==> config.mk <==
export PLATFORM = sky130hd
export DESIGN_NAME = al_accel_oreg
export DESIGN_NICKNAME = d
export VERILOG_FILES = /design/src/rtl/al_accel_pkg.sv /design/src/rtl/al_accel_sfifo.sv /design/src/rtl/al_accel_oreg.sv
export SDC_FILE = /design/constraint.sdc
export NUM_CORES = 1
export LEC_CHECK = 0
export CAP_MARGIN = 10
export CORE_MARGIN = 2
export CORE_UTILIZATION = 45
export CTS_CLUSTER_SIZE = 20
export DETAILED_ROUTE_END_ITERATION = 10
export SETUP_SLACK_MARGIN = 0.3
export SLEW_MARGIN = 5
export SYNTH_ARGS = -nofsm -noshare
export SYNTH_HDL_FRONTEND = slang
export SYNTH_HIERARCHICAL = 1
export SYNTH_SLANG_ARGS = --single-unit
==> constraint.sdc <==
create_clock -name clk -period 3.55 [get_ports clk]
set_input_delay 0.355 -clock clk [delete_from_list [all_inputs] [get_ports clk]]
set_output_delay 0.355 -clock clk [all_outputs]
set_load 0.1 [all_outputs]
==> src/rtl/al_accel_pkg.sv <==
// al_accel_pkg: shared accelerator constants and the oreg FSM state encoding
package al_accel_pkg;
  localparam int ACCEL_DW = 8;
  localparam int ACCEL_PACK = 4;
  typedef enum logic [1:0] {RUN, PAD, DRAIN} oreg_state_t;
endpackage

==> src/rtl/al_accel_sfifo.sv <==
// al_accel_sfifo: sync FIFO (clk, resetn, push/din in, pop/dout out, full/empty/lvl status); dout reads 0 when empty
module al_accel_sfifo #(
  parameter int W = 33,
  parameter int DEPTH = 4
) (
  input  logic                       clk,
  input  logic                       resetn,
  input  logic                       push,
  input  logic [W-1:0]               din,
  input  logic                       pop,
  output logic [W-1:0]               dout,
  output logic                       full,
  output logic                       empty,
  output logic [$clog2(DEPTH):0]     lvl
);
  localparam int AW = $clog2(DEPTH);
  logic [W-1:0] mem [DEPTH];
  logic [AW-1:0] wp, rp;
  logic do_push, do_pop;
  assign empty = lvl == '0;
  assign full = lvl == (AW+1)'(DEPTH);
  assign do_pop = pop & ~empty;
  assign do_push = push & (~full | do_pop);
  assign dout = empty ? '0 : mem[rp];
  always_ff @(posedge clk)
    if (do_push) mem[wp] <= din;
  always_ff @(posedge clk) begin
    if (!resetn) begin
      wp <= '0;
      rp <= '0;
      lvl <= '0;
    end else begin
      if (do_push) wp <= wp + 1'b1;
      if (do_pop) rp <= rp + 1'b1;
      lvl <= lvl + (AW+1)'(do_push) - (AW+1)'(do_pop);
    end
  end
endmodule

==> src/rtl/al_accel_oreg.sv <==
// al_accel_oreg: packs core results (oreg_di/vld/rdy) into words, FIFOs them to the bus (oreg_do/last/vld/rdy, oreg_lvl), flush/flush_done closes a run
module al_accel_oreg
  import al_accel_pkg::*;
#(
  parameter int DW = ACCEL_DW,
  parameter int PACK = ACCEL_PACK,
  parameter int DEPTH = 4
) (
  input  logic                      clk,
  input  logic                      resetn,
  input  logic                      enb,
  input  logic [DW-1:0]             oreg_di,
  input  logic                      oreg_vld,
  output logic                      oreg_rdy,
  input  logic                      flush,
  output logic [DW*PACK-1:0]        oreg_do,
  output logic                      oreg_do_last,
  output logic                      oreg_do_vld,
  input  logic                      oreg_do_rdy,
  output logic [$clog2(DEPTH):0]    oreg_lvl,
  output logic                      flush_done
);
  localparam int OW = DW*PACK;
  localparam int IW = $clog2(PACK);
  oreg_state_t state;
  logic [IW-1:0] byte_idx, idx_nxt;
  logic [OW-1:0] pack_q, pack_ins;
  logic flush_q, full, empty, acc, last_lane, push;
  logic [OW:0] fifo_dout;
  assign last_lane = byte_idx == IW'(PACK-1);
  assign oreg_rdy = resetn & enb & (state == RUN) & ~(last_lane & full);
  assign acc = oreg_vld & oreg_rdy;
  assign idx_nxt = acc ? (last_lane ? '0 : byte_idx + 1'b1) : byte_idx;
  assign push = (acc & last_lane) | (state == PAD & ~full);
  assign oreg_do = fifo_dout[OW-1:0];
  assign oreg_do_last = fifo_dout[OW];
  assign oreg_do_vld = ~empty;
  always_comb begin
    pack_ins = pack_q;
    if (acc) pack_ins[DW*byte_idx +: DW] = oreg_di;
  end
  al_accel_sfifo #(.W(OW+1), .DEPTH(DEPTH)) u_fifo (
    .clk(clk),
    .resetn(resetn),
    .push(push),
    .din({state == PAD, pack_ins}),
    .pop(oreg_do_rdy),
    .dout(fifo_dout),
    .full(full),
    .empty(empty),
    .lvl(oreg_lvl)
  );
  // pack_q is cleared whenever a word leaves it, so unused lanes of a padded word are already zero
  always_ff @(posedge clk) begin
    if (!resetn) begin
      state <= RUN;
      byte_idx <= '0;
      pack_q <= '0;
      flush_q <= 1'b0;
      flush_done <= 1'b0;
    end else begin
      flush_q <= flush & (state == RUN);
      flush_done <= 1'b0;
      byte_idx <= idx_nxt;
      pack_q <= (acc & last_lane) ? '0 : pack_ins;
      case (state)
        RUN: if (flush_q) state <= (idx_nxt != '0) ? PAD : DRAIN;
        PAD: if (!full) begin
          state <= DRAIN;
          byte_idx <= '0;
          pack_q <= '0;
        end
        DRAIN: if (oreg_lvl == '0) begin
          flush_done <= 1'b1;
          state <= RUN;
        end
        default: state <= RUN;
      endcase
    end
  end
endmodule

== Word level (Yosys, flattened, before mapping) ==
Memories as Yosys holds them, arrays and structs flattened. A register that Yosys moved wholly into a read port is not among the register bits.
Cells that the tools add are included.

* Flip-flop bits (word level): 45
* Bits in writable memories: 132
* Output and inout bits: 39
* Word-level logic and storage cells: 64
* Memories kept: 1

{| class="wikitable"
|+ Memories
! memory !! words !! width !! rd ports !! clocked after Yosys merged registers in !! write ports !! line !! text
|-
| u_fifo.mem || 4 || 33 || 1 || 1 || 1 || al_accel_sfifo.sv:17 || <nowiki>logic [W-1:0] mem [DEPTH];</nowiki>
|}

* Add/sub/neg operators: 6
* Equal/unequal tests: 7
* Shifts and indexed selects: 2
* Muxes and demuxes: 20
* Bitwise operators: 15
* Reductions and logical operators: 5

{| class="wikitable"
|+ Operators by type and width
! kind !! count
|-
| $mux 32 || 4
|-
| $neg 5->34 || 1
|-
| $shift 8x34->32 const A || 1
|-
| $shiftx 8x34->32 || 1
|-
| $mux 33 || 1
|-
| $bwmux 32 || 1
|-
| $mux 2 || 10
|-
| $and 1x1->1 || 10
|-
| $add 2x1->2 const B || 3
|-
| $pmux 2 s3 || 1
|-
| $eq 2x2->1 const B || 2
|-
| $ne 2x2->1 const B || 2
|-
| $add 3x1->3 || 1
|-
| $eq 3x3->1 const B || 1
|-
| $logic_not 3->1 || 1
|-
| $mux 1 || 3
|-
| $not 1->1 || 3
|-
| $reduce_and 3->1 || 1
|-
| $sub 3x1->3 || 1
|-
| $eq 2x1->1 const B || 1
|-
| $logic_not 2->1 || 1
|-
| $ne 2x1->1 const B || 1
|-
| $or 1x1->1 || 2
|-
| $reduce_and 2->1 || 1
|-
| $reduce_bool 2->1 || 1
|}

== Longest topological paths before layout ==
Gate-level depths: netlist of the first run.

* Depth after elaboration: 10
* Gate-level depth with buffers: 13
* Gate-level depth less buffers: 11

== Hierarchy ==
The synthesis of the first run kept the hierarchy.

{| class="wikitable"
|+ By module, submodules not included
! module !! instances !! cells each !! area each (sq um)
|-
| al_accel_sfifo || 1 || 259 || 5556.6
|-
| al_accel_oreg || 1 || 223 || 1811.7
|}

== Worst setup path after synthesis of the first run ==
Ideal clock, no wire load.

* Path kind: reg2reg
* Start point: reg u_fifo.lvl[1]
* End point: mem u_fifo.mem[0][0] (enable)
* Library setup time: 0.393 ns
* Data arrival time: 3.317 ns
* Data required time: 3.157 ns
* Setup slack: -0.160 ns
* Cell stages (with the launch flop): 9
* Path buffers: 2
* Cells stage by stage: dfxtp_1 -> nor3b_2 -> a21boi_1 -> and3_1 -> buf_6 -> buf_6 -> a21o_1 -> a21boi_2 -> and2_1

* Word-level cells in the longest chain between the ends: 10

{| class="wikitable"
|+ Ends and longest elaborated chain
! element !! line !! text
|-
| from (decl) || al_accel_sfifo.sv:14 || <nowiki>output logic [$clog2(DEPTH):0] lvl</nowiki>
|-
| from (signal assigned) || al_accel_sfifo.sv:35 || <nowiki>lvl <= lvl + (AW+1)'(do_push) - (AW+1)'(do_pop);</nowiki>
|-
| $eq 3x3->1 * || al_accel_sfifo.sv:21 || <nowiki>assign full = lvl == (AW+1)'(DEPTH);</nowiki>
|-
| net full || al_accel_oreg.sv:28 || <nowiki>logic flush_q, full, empty, acc, last_lane, push;</nowiki>
|-
| $and 1x1->1 || al_accel_oreg.sv:31 || <nowiki>assign oreg_rdy = resetn & enb & (state == RUN) & ~(last_lane & full);</nowiki>
|-
| $not 1->1 || al_accel_oreg.sv:31 ||
|-
| $and 1x1->1 || al_accel_oreg.sv:31 ||
|-
| $and 1x1->1 || al_accel_oreg.sv:32 || <nowiki>assign acc = oreg_vld & oreg_rdy;</nowiki>
|-
| $and 1x1->1 || al_accel_oreg.sv:34 || <nowiki>assign push = (acc & last_lane) | (state == PAD & ~full);</nowiki>
|-
| $or 1x1->1 * || al_accel_oreg.sv:34 ||
|-
| net push || al_accel_oreg.sv:28 ||
|-
| $and 1x1->1 * || al_accel_sfifo.sv:23 || <nowiki>assign do_push = push & (~full | do_pop);</nowiki>
|-
| $mux 1 * || al_accel_sfifo.sv:26 || <nowiki>if (do_push) mem[wp] <= din;</nowiki>
|-
| $mux 1 (implied by the code) * || al_accel_sfifo.sv:26 ||
|-
| to (decl) || al_accel_sfifo.sv:17 ||
|}

Mark *: on every way through the listed nets, which the timed path passes. The rest lies on a longest branch.

== Worst setup path after layout of the first run ==
* Start point: reg byte_idx[0]
* End point: reg u_fifo.lvl[2]

* Word-level cells in the longest chain between the ends: 10

{| class="wikitable"
|+ Ends and longest elaborated chain
! element !! line !! text
|-
| from (decl) || al_accel_oreg.sv:26 || <nowiki>logic [IW-1:0] byte_idx, idx_nxt;</nowiki>
|-
| from (signal assigned) || al_accel_oreg.sv:64 || <nowiki>byte_idx <= idx_nxt;</nowiki>
|-
| $eq 2x2->1 * || al_accel_oreg.sv:30 || <nowiki>assign last_lane = byte_idx == IW'(PACK-1);</nowiki>
|-
| $and 1x1->1 || al_accel_oreg.sv:31 ||
|-
| $not 1->1 || al_accel_oreg.sv:31 ||
|-
| $and 1x1->1 || al_accel_oreg.sv:31 ||
|-
| $and 1x1->1 || al_accel_oreg.sv:32 ||
|-
| $and 1x1->1 * || al_accel_oreg.sv:34 ||
|-
| $or 1x1->1 * || al_accel_oreg.sv:34 ||
|-
| net push || al_accel_oreg.sv:28 ||
|-
| $and 1x1->1 * || al_accel_sfifo.sv:23 ||
|-
| $add 3x1->3 * || al_accel_sfifo.sv:35 ||
|-
| $sub 3x1->3 * || al_accel_sfifo.sv:35 ||
|}

Marked as above.
A chain may end at the register's enable or synchronous reset.

==> results of run 1 <==
==> per-stage QoR <==
step	hold WS [ps]	setup WS [ps]	instance area, um^2	utilization, %
finish	461	713	8620	54.1
floorplan	436	434	7380	-
detailed placement	453	609	8030	50.3
CTS	462	731	8620	54.1
global route	480	511	8620	54.1
global placement	448	666	8030	50.3
==> cell families (layout without fill, tap and decap cells) <==
family / after synthesis / in the layout / synth area share, %
adder cells (fa/ha/maj): 12 / 12 / 2.14
AND/OR/NAND/NOR: 176 / 176 / 13.6
AO/OA/AOI/OAI: 43 / 43 / 3.41
flip-flops: 179 / 179 / 66.6
multiplexers: 38 / 38 / 10.9
buffers and inverters: 31 / 105 / 2.95
XOR/XNOR: 3 / 3 / 0.357
==> final timing paths <==
kind	from	to	cells after the start
worst min register to register	pack_q[25]$_SDFF_PN0_	pack_q[25]$_SDFF_PN0_	2
worst max-delay path	byte_idx[0]$_SDFF_PN0_	u_fifo/lvl[2]$_SDFF_PN0_	12
worst max register to register	byte_idx[0]$_SDFF_PN0_	u_fifo/lvl[2]$_SDFF_PN0_	12
worst min-delay path	pack_q[25]$_SDFF_PN0_	pack_q[25]$_SDFF_PN0_	2
==> synthesized netlist by cell type (2+ instances only) <==
| library cell | n | share of area (%) |
|---|---|---|
| xnor2_1 | 3 | 0.36 |
| buf_2 | 9 | 0.61 |
| buf_1 | 2 | 0.10 |
| edfxtp_1 | 132 | 54 |
| mux2i_1 | 4 | 0.54 |
| a21oi_1 | 32 | 2.2 |
| nand2_1 | 69 | 3.5 |
| nor3b_1 | 3 | 0.31 |
| mux4_2 | 30 | 9.2 |
| buf_12 | 3 | 0.82 |
| nand3_1 | 2 | 0.14 |
| nor3b_2 | 2 | 0.34 |
| dfxtp_1 | 47 | 13 |
| inv_1 | 7 | 0.36 |
| ha_1 | 11 | 1.9 |
| mux4_1 | 3 | 1.1 |
| o21ai_0 | 2 | 0.14 |
| nor2b_4 | 5 | 0.93 |
| clkbuf_1 | 4 | 0.20 |
| and2_1 | 11 | 0.93 |
| nand4_1 | 35 | 3.0 |
| nor2_1 | 6 | 0.31 |
| buf_6 | 5 | 0.76 |
| nor2b_1 | 30 | 2.5 |
==> worst min-delay path: stages, from the launching register on <==
cell and delay (ps):
dfxtp_1 300, nand2_1 60, a21oi_1 50
==> per-layer routing <==
metal,global-route usage (%),vias up,part of all wire (%)
li1,-,1952,-
met1,22.3,2030,44
met2,27.6,92,49
met3,3.96,23,4.0
met4,7.25,0,2.3
met5,0,-,0
==> layout make-up <==
type	count	area, um^2	share of cell area [%]
clock buffers	23	458	5.31
clock inverters	9	139	1.61
inverters	7	26.3	0.305
multi-input cells	272	2250	26.1
flip-flops and latches	179	4910	57.0
well taps	216	270	3.13
repair buffers	66	566	6.56
==> sequential cells by signal (all words and copies together), names as in the netlist, named ones only <==
register,count
pack_q,32
state,2
u_fifo/rp,2
u_fifo/lvl,3
u_fifo/wp,2
flush_done,1
flush_q,1
byte_idx,2
u_fifo/mem,132
==> results.cfg, run 1 <==
[cts]
clock_tree.root_cell = clkbuf_16
htree_levels = 4
tritoncts = built
clk_latency_ps = 420
clockBufferDepth = 2
clock_sinks = 179
cts_made_buffers = 17
cts_setup_buffers = 0
holdBufCountCts = 0
clk_transition_reported_paths_ps = 60
post_cts_resized = 0

[yosys]
syn_inst = 482
syn_area_um2 = 7370
ys_seq_area_share_pct = 66.6
async_reset_ff_share_pct = 0
synthFlopType = edfxtp_1
yosysWarnings = 6
syn_area_per_cell_um2 = 15.3
syn_nets = 508
synth_edf_count = 132
ys_types = 49
ys_ff_latch = 179

[critical_path]
worst-path-buf-inv = 1
critPathSlowestCell = dfxtp_1
critPathCaptureType = flop
cp.required_ps = 3870
worstSetupPathType = flop to flop
crit_path_max_fanout = 10
crit_arrival_ps = 3150
crit_path_max_incr_delay_ps = 500
regToRegSetupSlack_ps = 710
start_kind = flop
cpLargestDelayFamily = adder cells
path_cells = ha_1, a21boi_1, buf_4, and3_1, a21o_1, or3b_2, nand3_1, ha_1, fa_1, xnor2_1, xnor2_1, and2_1

[timing]
hold_viol = 0
setup_viol = 0
final.setup.tns_ps = 0
fin_crit_ps = 2840
rsz0062_at_grt = false
fmax_mhz = 352
fin_skew_ps = 5.93
slew_headroom_pct = 32.9
finalMaxSlewViolations = 0
fin_crit_sh_pct = 79.9
worst_slew_pin_slew_ps = 1000

[cells_and_area]
mostFrequentLayoutCells = edfxtp_1, nand2_1, buf_4, dfxtp_1, nand4_1
area_growth_pct = 17.0
nFillCells = 1328
drive_gt1_share_pct = 21.9
diodes = 0
layout_commonest_cell = edfxtp_1
layout.cells.non_filler = 772
fin_nets = 569

[global_route]
grt_max_degree = 37
grt_util_all_layers_pct = 17.1
grt_overflow = 0
grt_pass1_wl_um = 22600
antenna_found_initial = 0
grt_pass1_vias = 4122

[routing]
firstDrtPassIters = 4
drtIter0Drc = 197
drc_errors = 0
antenna_left = 0
routed_wl_um = 14000
wl_per_cell_um = 18.2
routed-via-count = 4097
routed_via_density = 5.31

[floorplan]
pin_count = 53
coreArea_um2 = 15900
initial_core_util_pct = 46.2
dieArea_um2 = 17400
die_height_um = 132
fp.dieW_um = 132
rows = 46

[min_path]
hp-class = flop to flop

[placed_design]
portBuffers = 52
place_congestion = 0.805
hpwl_um = 9030
place_inst = 740

[run]
max-cap-violations = 0

[status]
status = finished, final reports clean
Power of run 1 is not shown: default switching activity piles up to over one toggle a cycle in this logic, so the estimate is an artifact.
==> run 2, diff against run 1 <==
Settings changed: PLACE_DENSITY from default to 0.66.
Clock period 3.55 ns to 2.6 ns, I/O delays scaled along.
==> run 2 against run 1 <==
  * First-iteration DRC count is 97% higher
  * Non-clock buffer count rose by 18
  * Core utilization up 5.3 points
  * Sequential share of layout area decreased by 5.0 points
  * Register-to-register slack worse by 460 ps
  * Via count up 2.7%
  * Critical path type unchanged
  * Largest cell class unchanged
  * Highest routed layer unchanged
==> results.cfg, run 2 (synthesis gave the netlist of run 1 again) <==
[cts]
clk_transition_reported_paths_ps = 60
htree_levels = 4
clock_tree.root_cell = clkbuf_16
clockBufferDepth = 2
clock_sinks = 179
cts_made_buffers = 17
clk_latency_ps = 420
holdBufCountCts = 0
tritoncts = built

[timing]
slew_headroom_pct = 66.0
setup_ws_ps = 255
fmax_mhz = 426
setup_viol = 0
fin_crit_ps = 2350
hold_viol = 0
finalMaxSlewViolations = 0
worst_slew_pin_slew_ps = 509
fin_crit_sh_pct = 90.2
fin_skew_ps = 5.60
rsz0062_at_grt = true
worst_hold_slack_ps = 416

[routing]
drtIter0Drc = 389
routed-via-count = 4209
routed_via_density = 5.33
firstDrtPassIters = 5
routed_wl_um = 14600
antenna_left = 0
drc_errors = 0
wl_per_cell_um = 18.5

[placed_design]
place_inst = 748
place_area_um2 = 8660
dp_slack_ps = -83.9
hpwl_um = 9200
portBuffers = 52
place_congestion = 0.808

[global_route]
grt_max_degree = 37
grt_util_all_layers_pct = 17.9
antenna_found_initial = 0
grt_pass1_wl_um = 23500
grt_overflow = 0
grt_pass1_vias = 4363

[cells_and_area]
postLayoutCellArea_um2 = 9470
mostFrequentLayoutCells = edfxtp_1, nand2_1, buf_12, dfxtp_1, nand4_1
largest_reg_flops = 132
fin_nets = 587
area_growth_pct = 28.5
layout_commonest_cell = edfxtp_1
diodes = 0
top_register = u_fifo/mem
top_regs = u_fifo/mem (132), pack_q (32), u_fifo/lvl (3)
drive_gt1_share_pct = 33.8
layout.cells.non_filler = 790

[min_path]
hp-class = input pin to flop

[run]
max-cap-violations = 0

[critical_path]
worstSetupPathType = flop to flop
worst-path-buf-inv = 0
cpLargestDelayFamily = simple AND/OR/NAND/NOR gates
crit_arrival_ps = 2660
cp.required_ps = 2920
start_kind = flop
crit_path_max_incr_delay_ps = 370
critPathSlowestCell = fa_2
path_cells = nor3b_4, a21boi_2, and3_4, a21o_1, or3b_4, nand3_4, ha_4, fa_2, xnor2_2, xnor2_1, and2_1
crit_path_max_fanout = 4
critPathCaptureType = flop

[status]
status = finished, final reports clean

[floorplan]
rows = 46
pin_count = 53
dieArea_um2 = 17400
die_height_um = 132
coreArea_um2 = 15900
fp.dieW_um = 132
initial_core_util_pct = 46.2
==> run 2: cell types whose count changed in the layout (fill, tap and decap cells not counted), moves of 3 or more <==
| cell | delta |
|---|---|
| buf_12 | +42 |
| nor2b_1 | -29 |
| nor2b_2 | +29 |
| buf_4 | -20 |
| and2_4 | +5 |
| clkbuf_1 | -5 |
| clkdlybuf4s50_1 | -5 |
| and2_2 | -4 |
| clkinv_1 | -3 |
| clkinvlp_4 | +3 |
| nor3b_4 | +3 |
==> run 2: worst register-to-register path, cell delays in order, from the launching register on <==
cell      delay, ps
dfxtp_4         350
nor3b_4         210
a21boi_2         90
and3_4          150
a21o_1          190
or3b_4          250
nand3_4          60
ha_4            170
fa_2            370
xnor2_2         150
xnor2_1         120
and2_1          130
==> run 2: through the flow <==
step                      util (%)  TNS [ps]
after floorplan                  -      -510
after global placement        54.3     -49.1
after detailed placement      54.3      -140
after CTS                     59.1         0
after global routing          59.4         0
final                         59.4         0
==> run 2: per-layer routing <==
layer | share of wire [%] | GRT usage [%] | vias up
met3 | 4.5 | 4.27 | 22
met1 | 43 | 22.6 | 2094
met4 | 1.7 | 6.82 | 0
met5 | 0 | 0 | -
met2 | 51 | 29.9 | 105
li1 | - | - | 1988
==> run 2: layout make-up <==
| type | count | area, um^2 |
|---|---|---|
| Clock buffer | 19 | 453 |
| Clock inverter | 13 | 156 |
| Fill cell | 1210 | 6470 |
| Inverter | 7 | 26.3 |
| Multi-Input combinational cell | 272 | 2410 |
| Sequential cell | 179 | 4920 |
| Tap cell | 216 | 270 |
| Timing Repair Buffer | 84 | 1230 |
==> run 2: final timing paths <==
| path | start | endpoint | slack (ps) | cells past startpoint |
|---|---|---|---|---|
| max | u_fifo/lvl[1]$_SDFF_PN0_ | u_fifo/lvl[2]$_SDFF_PN0_ | 250 | 11 |
| min | flush | flush_q$_SDFF_PN0_ | 420 | 2 |
| max reg2reg | u_fifo/lvl[1]$_SDFF_PN0_ | u_fifo/lvl[2]$_SDFF_PN0_ | 250 | 11 |
| min reg2reg | pack_q[6]$_SDFF_PN0_ | pack_q[6]$_SDFF_PN0_ | 460 | 2 |
==> run 2: what timing repair did <==
action                     4_1_cts  5_1_grt
setup buffers                    8        1
cloned                           1        0
gates resized for setup          7       10
setup endpoints to repair        5       75
pin swaps                        4        9
Power of run 2 is left out for the same reason.
==> run 3, diff against run 2 <==
Settings changed: PLACE_DENSITY 0.66 to default, SLEW_MARGIN 5 to 20.
Clock period 2.6 ns to 2.7 ns, I/O delays scaled along.
==> run 3 against run 2 <==
  * Maximum frequency is 2.6% lower
  * Critical path type unchanged
  * Critical endpoint is now u_fifo/lvl[1]$_SDFF_PN0_
  * Clock skew is 3.7 ps higher
  * Flip-flop and latch count stayed put
  * Setup slack better by 38 ps
  * Sequential share of layout area is 0.22 points higher
  * Non-clock buffer count is 4 higher
  * Highest routed layer unchanged
  * Count of clock-buffer cells in the layout is 1 higher
  * Via count is 1.2% lower
  * Worst hold slack worse by 12 ps
==> results.cfg, run 3 (synthesis gave the netlist of run 1 again) <==
[placed_design]
portBuffers = 52
place_inst = 746
dp_slack_ps = 3.47
place_congestion = 0.732
hpwl_um = 9290

[critical_path]
start_kind = flop
worstSetupPathType = flop to flop
crit_arrival_ps = 2730
cp.required_ps = 3020
rr_worst_depth = 10
critPathCaptureType = flop
crit_path_max_fanout = 3

[cells_and_area]
mostFrequentLayoutCells = edfxtp_1, nand2_1, buf_12, dfxtp_1, nand4_1
top_regs = u_fifo/mem (132), pack_q (32), u_fifo/lvl (3)
top_register = u_fifo/mem
nFillCells = 1221
diodes = 0
fin_nets = 591
largest_reg_flops = 132
layout_commonest_cell = edfxtp_1
drive_gt1_share_pct = 33.0
layout.cells.non_filler = 794
area_growth_pct = 28.0

[routing]
firstDrtPassIters = 4
routed_via_density = 5.24
routed-via-count = 4159
drc_errors = 0
antenna_left = 0
routed_wl_um = 14400
drtIter0Drc = 211
wl_per_cell_um = 18.1

[cts]
clk_transition_reported_paths_ps = 60
tritoncts = built
clockBufferDepth = 2
holdBufCountCts = 0
cts_made_buffers = 17
htree_levels = 4
clock_sinks = 179
clock_tree.root_cell = clkbuf_16
clk_latency_ps = 430

[global_route]
globalRouteMet2Util_pct = 29.9
grt_overflow = 0
grt_pass1_wl_um = 22600
grtUsageMet1_pct = 20.3
grt_use_met3_pct = 3.73
grt_util_all_layers_pct = 17.1
grt_max_degree = 37
grt_pass1_vias = 4343
grt-busiest-layer = met2
antenna_found_initial = 0

[status]
status = finished, final reports clean

[timing]
fmax_mhz = 415
worst_slew_pin_slew_ps = 515
finalMaxSlewViolations = 0
final.setup.tns_ps = 0
fin_crit_ps = 2410
slew_headroom_pct = 65.7
hold_viol = 0
worst_hold_slack_ps = 404
setup_ws_ps = 293
fin_skew_ps = 9.26
rsz0062_at_grt = true
fin_crit_sh_pct = 89.1
setup_viol = 0

[min_path]
min_path_cells = 2
hp-class = input pin to flop

[run]
max-cap-violations = 0

[floorplan]
pin_count = 53
initial_core_util_pct = 46.2
die_height_um = 132
coreArea_um2 = 15900
fp.dieW_um = 132
dieArea_um2 = 17400
rows = 46
run 3: cell types whose count changed in the layout (fill, tap and decap cells not counted), moves of 2 or more:
cell / before / now
clkbuf_8: 2 / 0
clkbuf_1: 0 / 3
nor3b_2: 0 / 2
buf_4: 26 / 31
nor2b_2: 29 / 26
nor3b_4: 4 / 2
nor2b_1: 1 / 4
run 3: routing by layer:
layer  wire length (um)  part of all wire (%)  up-vias
met2               7550                    53       73
met3                441                   3.1       16
met1               6110                    43     2080
li1                   -                     -     1990
met5                  0                     0        -
met4                245                   1.7        0
run 3: worst paths after layout:
| kind | start | endpoint | slack [ps] |
|---|---|---|---|
| setup / recovery | u_fifo/lvl[1]$_SDFF_PN0_ | u_fifo/lvl[1]$_SDFF_PN0_ | 290 |
| hold / removal | flush | flush_q$_SDFF_PN0_ | 400 |
| hold reg to reg | pack_q[16]$_SDFF_PN0_ | pack_q[16]$_SDFF_PN0_ | 460 |
| setup reg to reg | u_fifo/lvl[1]$_SDFF_PN0_ | u_fifo/lvl[1]$_SDFF_PN0_ | 290 |
run 3: cell type report:
type / count / area [um^2] / area share [%]
Clock inverter: 12 / 156 / 1.66
Timing Repair Buffer: 88 / 1250 / 13.2
Clock buffer: 20 / 437 / 4.63
Multi-Input combinational cell: 272 / 2370 / 25.2
Inverter: 7 / 26.3 / 0.279
Tap cell: 216 / 270 / 2.87
Sequential cell: 179 / 4920 / 52.2
run 3: per-stage QoR:
stage / util (%) / instance area (um^2)
2_1_floorplan: - / 7470
3_3_place_gp: 54.2 / 8640
3_5_place_dp: 54.2 / 8640
4_1_cts: 58.2 / 9270
5_1_grt: 59.2 / 9430
6_report: 59.2 / 9430
run 3: what timing repair did:
| item | in CTS | in global routing |
|---|---|---|
| cloned | 0 | 1 |
| endpoints found under the setup margin | 2 | 3 |
| pin swaps | 2 | 6 |
| buffers inserted | 3 | 12 |
| gates resized for setup | 4 | 5 |
run 3: worst max-delay path, stage by stage (launching register included):
cell,delay [ps]
dfxtp_4,360
nor3b_4,260
a21boi_2,90
and3_4,190
a21o_1,170
buf_4,140
or2_4,260
nand3_2,70
ha_2,180
fa_2,410
and2_1,160
Power of run 3 is left out for the same reason.
